### config.mk
export PLATFORM = sky130hd
export DESIGN_NAME = and8_rr_sequencer_flat
export DESIGN_NICKNAME = d
export VERILOG_FILES = /design/src/rtl/and8_rr_sequencer_if.sv /design/src/rtl/and8_rr_sequencer.sv /design/src/flat_wrapper.sv
export SDC_FILE = /design/constraint.sdc
export NUM_CORES = 1
export LEC_CHECK = 0
export ABC_AREA = 1
export BUFFER_PORTS_ARGS = -buffer_cell sky130_fd_sc_hd__buf_2
export CELL_PAD_IN_SITES_DETAIL_PLACEMENT = 1
export CELL_PAD_IN_SITES_GLOBAL_PLACEMENT = 2
export CORE_MARGIN = 5
export CORE_UTILIZATION = 26
export DETAILED_ROUTE_END_ITERATION = 8
export GPL_TIMING_DRIVEN = 0
export PLACE_DENSITY = 0.95
export SETUP_SLACK_MARGIN = 0.2
export SKIP_CTS_REPAIR_TIMING = 1
export SLEW_MARGIN = 40
export SYNTH_ARGS = -nofsm -noshare
export SYNTH_HDL_FRONTEND = slang
export SYNTH_SLANG_ARGS = --single-unit
### constraint.sdc
create_clock -name clk -period 3.05 [get_ports clk]
set_input_delay 0.4575 -clock clk [delete_from_list [all_inputs] [get_ports clk]]
set_output_delay 0.4575 -clock clk [all_outputs]
set_load 0.02 [all_outputs]
### src/rtl/and8_rr_sequencer_if.sv
// and8_rr_sequencer_if: requester/result bus plus the link to the shared PNU_AND8
//   req/req_data   : level requests and their operands (requester i at [i*WIDTH +: WIDTH])
//   req_ack        : one-hot grant pulse
//   and8_in/out    : byte to the shared AND unit and its combinational result
//   busy/res_*     : sequencer status and the registered result of the last operation
interface and8_rr_sequencer_if #(
  parameter int NREQ  = 4,
  parameter int WIDTH = 32
);
  localparam int IW = NREQ > 1 ? $clog2(NREQ) : 1;
  localparam int CW = $clog2(WIDTH / 8) + 1;
  logic [NREQ-1:0]       req;
  logic [NREQ*WIDTH-1:0] req_data;
  logic [NREQ-1:0]       req_ack;
  logic [7:0]            and8_in;
  logic                  and8_out;
  logic                  busy;
  logic                  res_valid;
  logic [IW-1:0]         res_id;
  logic                  res_value;
  logic [CW-1:0]         res_chunks;
  modport master (
    output req, req_data, and8_out,
    input  req_ack, and8_in, busy, res_valid, res_id, res_value, res_chunks
  );
  modport slave (
    input  req, req_data, and8_out,
    output req_ack, and8_in, busy, res_valid, res_id, res_value, res_chunks
  );
endinterface

### src/rtl/and8_rr_sequencer.sv
// and8_rr_sequencer: round-robin sharing of one external 8-input AND across NREQ requesters
//   clk, rst : clock and asynchronous active-high reset
//   bus      : slave side of and8_rr_sequencer_if (requests, AND-unit link, results)
module and8_rr_sequencer #(
  parameter int NREQ       = 4,
  parameter int WIDTH      = 32,
  parameter bit EARLY_EXIT = 1'b1
) (
  input logic clk,
  input logic rst,
  and8_rr_sequencer_if.slave bus
);
  localparam int NCHUNK = WIDTH / 8;
  localparam int IW = NREQ > 1 ? $clog2(NREQ) : 1;
  localparam int CW = $clog2(NCHUNK) + 1;
  typedef enum logic [1:0] {IDLE, RUN, DONE} state_t;
  state_t           r_state, w_next;
  logic [WIDTH-1:0] r_shift, w_data;
  logic [IW-1:0]    r_ptr, r_gid, r_id, w_gnt, w_idx;
  logic [CW-1:0]    r_cnt, r_chunks;
  logic [NREQ-1:0]  r_ack;
  logic             r_acc, r_value, w_found, w_last;
  // first asserted request searching upward from ptr+1, wrapping
  always_comb begin
    w_found = 1'b0;
    w_gnt   = '0;
    w_idx   = '0;
    for (int k = 1; k <= NREQ; k++) begin
      w_idx = IW'((int'(r_ptr) + k) % NREQ);
      if (!w_found && bus.req[w_idx]) begin
        w_found = 1'b1;
        w_gnt   = w_idx;
      end
    end
  end
  always_comb begin
    w_data = '0;
    for (int i = 0; i < NREQ; i++)
      if (w_gnt == IW'(i)) w_data = bus.req_data[i*WIDTH +: WIDTH];
  end
  // and8_out reflects the chunk currently on and8_in
  assign w_last = (r_cnt == CW'(NCHUNK - 1)) || (EARLY_EXIT && !bus.and8_out);
  always_comb begin
    w_next = r_state;
    w_next = r_state == IDLE ? (w_found ? RUN : IDLE) :
             r_state == RUN  ? (w_last ? DONE : RUN) : IDLE;
  end
  always_ff @(posedge clk or posedge rst)
    if (rst) begin
      r_state  <= IDLE;
      r_shift  <= '0;
      r_ptr    <= IW'(NREQ - 1);
      r_gid    <= '0;
      r_id     <= '0;
      r_cnt    <= '0;
      r_chunks <= '0;
      r_ack    <= '0;
      r_acc    <= 1'b0;
      r_value  <= 1'b0;
    end else begin
      r_state <= w_next;
      r_ack   <= (r_state == IDLE && w_found) ? NREQ'(1) << w_gnt : '0;
      if (r_state == IDLE && w_found) begin
        r_shift <= w_data;
        r_gid   <= w_gnt;
        r_ptr   <= w_gnt;
        r_acc   <= 1'b1;
        r_cnt   <= '0;
      end
      if (r_state == RUN) begin
        r_acc   <= r_acc & bus.and8_out;
        r_shift <= r_shift >> 8;
        r_cnt   <= r_cnt + 1'b1;
        if (w_last) begin
          r_id     <= r_gid;
          r_value  <= r_acc & bus.and8_out;
          r_chunks <= r_cnt + 1'b1;
        end
      end
    end
  assign bus.req_ack    = r_ack;
  assign bus.and8_in    = r_state == RUN ? r_shift[7:0] : 8'h00;
  assign bus.busy       = r_state != IDLE;
  assign bus.res_valid  = r_state == DONE;
  assign bus.res_id     = r_id;
  assign bus.res_value  = r_value;
  assign bus.res_chunks = r_chunks;
endmodule
### src/flat_wrapper.sv
// flat-port wrapper written by rule: the top's interface ports become plain ports
module and8_rr_sequencer_flat 
#(
  parameter int NREQ       = 4,
  parameter int WIDTH      = 32,
  parameter bit EARLY_EXIT = 1'b1
)
  (clk, rst, bus_req, bus_req_data, bus_and8_out, bus_req_ack, bus_and8_in, bus_busy, bus_res_valid, bus_res_id, bus_res_value, bus_res_chunks);
  and8_rr_sequencer_if #(.NREQ(NREQ), .WIDTH(WIDTH)) bus_i ();
  input logic clk;
  input logic rst;
  input wire logic [$bits(bus_i.req)-1:0] bus_req;
  input wire logic [$bits(bus_i.req_data)-1:0] bus_req_data;
  input wire logic [$bits(bus_i.and8_out)-1:0] bus_and8_out;
  output wire logic [$bits(bus_i.req_ack)-1:0] bus_req_ack;
  output wire logic [$bits(bus_i.and8_in)-1:0] bus_and8_in;
  output wire logic [$bits(bus_i.busy)-1:0] bus_busy;
  output wire logic [$bits(bus_i.res_valid)-1:0] bus_res_valid;
  output wire logic [$bits(bus_i.res_id)-1:0] bus_res_id;
  output wire logic [$bits(bus_i.res_value)-1:0] bus_res_value;
  output wire logic [$bits(bus_i.res_chunks)-1:0] bus_res_chunks;
  assign bus_i.req = bus_req;
  assign bus_i.req_data = bus_req_data;
  assign bus_i.and8_out = bus_and8_out;
  assign bus_req_ack = bus_i.req_ack;
  assign bus_and8_in = bus_i.and8_in;
  assign bus_busy = bus_i.busy;
  assign bus_res_valid = bus_i.res_valid;
  assign bus_res_id = bus_i.res_id;
  assign bus_res_value = bus_i.res_value;
  assign bus_res_chunks = bus_i.res_chunks;
  and8_rr_sequencer #(.NREQ(NREQ), .WIDTH(WIDTH), .EARLY_EXIT(EARLY_EXIT)) u_core (.clk(clk), .rst(rst), .bus(bus_i));
endmodule
# == Word level (Yosys, flattened, before mapping) ==
# Cells that the tools add are included.
# totals
elab_cells,73
memories,0
reg_bits,52
latchBits,0
romBits,0
inputBits,135
mem_bits_rw,0
# op_classes
bitwise_logic,1
eq_ne,6
multipliers,0
n_reduce_logical,14
n_div,0
magnitude_cmp,4
muxes,32
add_sub_neg,5
n_shift,1
# ops
cell,n
$mux 32,6
$mux 2,7
$lt 2x3->1 const B,4
$mux 1,11
$bmux 1 s2,4
$mux 8,1
$eq 2x2->1 const B,3
$mux 3,2
$add 2x1->2 const B,2
$add 2x2->2 const B,2
$eq 2x1->1 const B,2
$logic_and 1x1->1,4
$logic_not 1->1,4
$logic_not 2->1,2
$mux 4,1
$reduce_bool 2->1,2
$shl 1x2->4 const A,1
$add 3x1->3 const B,1
$eq 3x2->1 const B,1
$reduce_and 2->1,1
$and 1x1->1,1
$logic_or 1x1->1,1

# == Depth between registers and ports, before layout ==
# depth
word_depth,20
ltp_mapped,17

# == Worst setup path after synthesis ==
# Ideal clock, no wire load.
# synth_timing
path_type,register to register
start,register u_core.r_ptr[0]
end,register u_core.r_shift[31]
setup_slack_ns,1.071
t_arrival_ns,1.850
path_buffers,1
stages_incl_launch_ff,17
path_cell_list,dfstp_2 inv_2 nand2_1 nand2_1 nand2_1 nand2_1 inv_1 nand2_1 nor2_1 nand2_2 nand2_2 nand2_1 buf_2 o21ai_0 inv_1 nand2_1 o21ai_1
# synth_via
elab_chain_len,20
# synth_rtl
element,line_no,text
"start, declared",and8_rr_sequencer.sv:19,"logic [IW-1:0] r_ptr, r_gid, r_id, w_gnt, w_idx;"
"start signal, assigned",and8_rr_sequencer.sv:52,r_ptr <= IW'(NREQ - 1);
"start signal, assigned",and8_rr_sequencer.sv:66,r_ptr <= w_gnt;
$add 2x1->2,and8_rr_sequencer.sv:29,w_idx = IW'((int'(r_ptr) + k) % NREQ);
$bmux 1 s2,and8_rr_sequencer.sv:30,if (!w_found && bus.req[w_idx]) begin
$mux 1 (not written as such),and8_rr_sequencer.sv:30,
$mux 1,and8_rr_sequencer.sv:30,
$logic_not 1->1,and8_rr_sequencer.sv:30,
$logic_and 1x1->1,and8_rr_sequencer.sv:30,
$mux 1,and8_rr_sequencer.sv:30,
$logic_not 1->1,and8_rr_sequencer.sv:30,
$logic_and 1x1->1,and8_rr_sequencer.sv:30,
$mux 1,and8_rr_sequencer.sv:30,
$logic_not 1->1,and8_rr_sequencer.sv:30,
$logic_and 1x1->1,and8_rr_sequencer.sv:30,
$mux 2,and8_rr_sequencer.sv:30,
$logic_not 2->1,and8_rr_sequencer.sv:39,if (w_gnt == IW'(i)) w_data = bus.req_data[i*WIDTH +: WIDTH];
$mux 32 (4 in a row),and8_rr_sequencer.sv:39,
$mux 32,and8_rr_sequencer.sv:63,if (r_state == IDLE && w_found) begin
$mux 32,and8_rr_sequencer.sv:70,if (r_state == RUN) begin
"end signal, assigned",and8_rr_sequencer.sv:64,r_shift <= w_data;
"end signal, assigned",and8_rr_sequencer.sv:72,r_shift <= r_shift >> 8;
"end, declared",and8_rr_sequencer.sv:18,"logic [WIDTH-1:0] r_shift, w_data;"
# Parallel ways exist; a longest one is shown, timed or not. The select of a mux whose other input is x is not followed.
# A chain may end at the register's enable or synchronous reset.

# == Final worst setup path ==
# layout_timing
start,register u_core.r_ptr[0]
end,register u_core.r_shift[12]
# Same word-level chain as after synthesis.

==> results.py <==
metrics = {
    "placed_design": {
        "globalplace.congestion": 0.855,
        "hpwl_um": 11900,
        "io_buffer_count": 154,
    },
    "routing": {
        "antenna_left": 0,
        "drc": 0,
        "drt_iter0_markers": 98,
        "routed_wl_um": 14600,
        "vias": 4193,
        "viasPerCell": 4.67,
        "wire_per_inst_um": 16.2,
        "dr.pass1.iters": 4,
    },
    "synthesis": {
        "seq_area_frac_synth_pct": 36.4,
        "ys_warn_count": 0,
        "syn_area_sq_mm": 0.00358,
        "synth-seq-cells": 52,
        "avgSynthCellArea_sq_um": 6.40,
        "syn_inst": 559,
        "synth_nets": 696,
        "synth_cell_type_count": 25,
    },
    "critical_path": {
        "crit_type": "reg -> reg",
        "cpPeakStageDelay_ps": 610,
        "cp_num_buf_inv": 5,
        "crit_family": "buffers and inverters",
        "crit_path_start_kind": "flip-flop",
        "crit_slowest_cell": "dfstp_2",
        "cp.required_ps": 3280,
        "arrival_ps": 2820,
        "cp-end-kind": "flip-flop",
        "cpMostUsedCell": "nand2_1",
        "cp_max_fo": 10,
        "crit_chain": "inv_2 > nand2_1 > nand2_1 > nand2_1 > o21ai_1 > nand3_2 > nand3_2 > inv_1 > clkbuf_1 > clkbuf_2 > o21ai_0 > inv_1 > nand2_1 > nand2_1",
    },
    "floorplan": {
        "die_area_sq_mm": 0.0162,
        "initial_core_util_pct": 26.8,
        "die_w_um": 127,
        "core_sq_mm": 0.0133,
        "rows": 42,
        "dieHeight_um": 127,
        "ios": 155,
    },
    "sta": {
        "slew_viol_final": 0,
        "timing.final.crit_share_pct": 84.9,
        "timing.fmax_ghz": 0.386,
        "final.setup_skew_ps": 2.91,
        "rsz0062_at_grt": "false",
        "relSlewSlack_pct": 60.5,
        "hold_viol_final": 0,
        "tightest_slew_ps": 592,
        "fin_crit_ps": 2590,
        "setup_viol": 0,
        "fin_tns_setup_ps": 0,
    },
    "flow_run": {
        "maxCapViolations": 0,
    },
    "global_routing": {
        "grt_start_max_net_pins": 33,
        "antenna_found_initial": 0,
        "grt_use_total_pct": 17.9,
        "grt_pass1_vias": 4507,
        "grt_pass1_wl_um": 23200,
        "gr-total-overflow": 0,
    },
    "power": {
        "ir_drop_uv": 557,
        "power.total_mw": 6.79,
        "p_per_area_mw_per_mm2": 1430,
        "leakage_nw": 2.76,
    },
    "clock_network": {
        "cts_buffers": 5,
        "cts_tree": "done",
        "h-tree-depth": 2,
        "insertion_delay_ps": 290,
        "cts_sinks": 52,
        "cts-root-buf": "clkbuf_16",
        "clk_pin_slew_worst_paths_ps": 70,
        "clockBufferDepth": 2,
    },
    "final_layout": {
        "antenna_cells": 0,
        "fillers": 1814,
        "syn_to_final_growth_pct": 32.7,
        "drive_gt1_share_pct": 26.6,
        "seqCellArea_sq_mm": 0.00130,
        "multi_input_area_sq_mm": 0.00169,
        "final_util_pct": 35.6,
        "layout_common_cells": "buf_2, nand2_1, inv_1, o21ai_0, nand3_1",
        "final_nets": 858,
        "layout_commonest_cell": "buf_2",
    },
    "run_status": {
        "outcome": "finished clean",
    },
    "worst_hold_path": {
        "hold_class": "in -> async",
    },
}
[final cells by class]
class	count	share of cell area, %
Clock buffer	8	3.08
Timing Repair Buffer	155	16.6
Buffer	32	3.56
Multi-Input combinational cell	362	35.7
Sequential cell	52	27.4
Tap cell	176	4.64
Inverter	113	8.98
[power breakdown]
part	leakage [nW]	total, mW	internal [mW]	switching, mW
clock network	0.0712	0.578	0.328	0.250
registers	0.645	1.19	1.05	0.137
logic	2.05	5.03	1.55	3.47
[logic make-up (layout without fill, tap and decap cells)]
family	Yosys count	count (layout)	synth area share (%)
AOI/OAI and AO/OA	95	95	14.1
and+or+nand+nor	265	265	32.5
adders and majority gates	2	2	0.699
DFF	52	52	36.4
buffers and inverters	145	308	16.3
[per-stage QoR]
stage               std cells  hold slack (ps)  cell area [sq um]  worst slack (ps)
floorplan                 559              449               3580              1070
global placement          889              465               4570               419
detailed placement        890              439               4590               321
CTS                       898              126               4740               272
global route              898              137               4750               224
finish                    898              117               4750               460
[routing by layer]
metal  vias to the layer above  global-route usage, %  part of all wire, %
li1                       2089                      -                    -
met1                      1957                   24.9                   46
met2                       136                   29.5                   47
met3                        11                   2.63                  5.9
met4                         0                   3.85                  1.2
met5                         -                      0                    0
[synth_stat cells]
master      n  share of area (%)
o21ai_0    66                9.2
nor2_2      1               0.17
inv_2       2               0.21
clkbuf_2    1               0.14
nand2_2     2               0.35
inv_1     111                 12
dfrtp_1    50                 35
buf_6       3               0.94
nand4_1    22                3.8
nand3_2     2               0.56
nor2_1     19                2.0
buf_4       2               0.42
nand2_1   157                 16
dfstp_2     2                1.5
a21boi_0    1               0.21
o22ai_1    20                3.5
o21ai_1     7               0.98
clkbuf_1   19                2.0
nor2_8      1               0.56
nor3_1      1               0.14
ha_1        2               0.70
buf_2       7               0.98
a21oi_1     1               0.14
or2_2       1               0.17
nand3_1    59                8.2
[flip-flops by register name, summed over array words and instances, names as in the netlist]
name	flops
u_core.r_acc	1
u_core.bus.req_ack	4
u_core.bus.res_value	1
u_core.r_shift	32
u_core.bus.res_id	2
u_core.r_cnt	3
u_core.bus.res_chunks	3
u_core.r_ptr	2
u_core.r_state	2
u_core.r_gid	2
[final timing paths]
kind	startpoint	slack (ps)	depth (start not counted)	to
max	u_core.r_ptr[0]	460	14	u_core.r_shift[12]
min	rst	120	2	u_core.r_shift[11]
max reg2reg	u_core.r_ptr[0]	460	14	u_core.r_shift[12]
min reg2reg	u_core.r_shift[24]	490	2	u_core.r_shift[24]
max in group asynchronous	rst	2400	3	u_core.r_ptr[1]
min in group clk	bus_and8_out	430	3	u_core.bus.res_value
No activity file was read; power rests on OpenSTA's default activity.
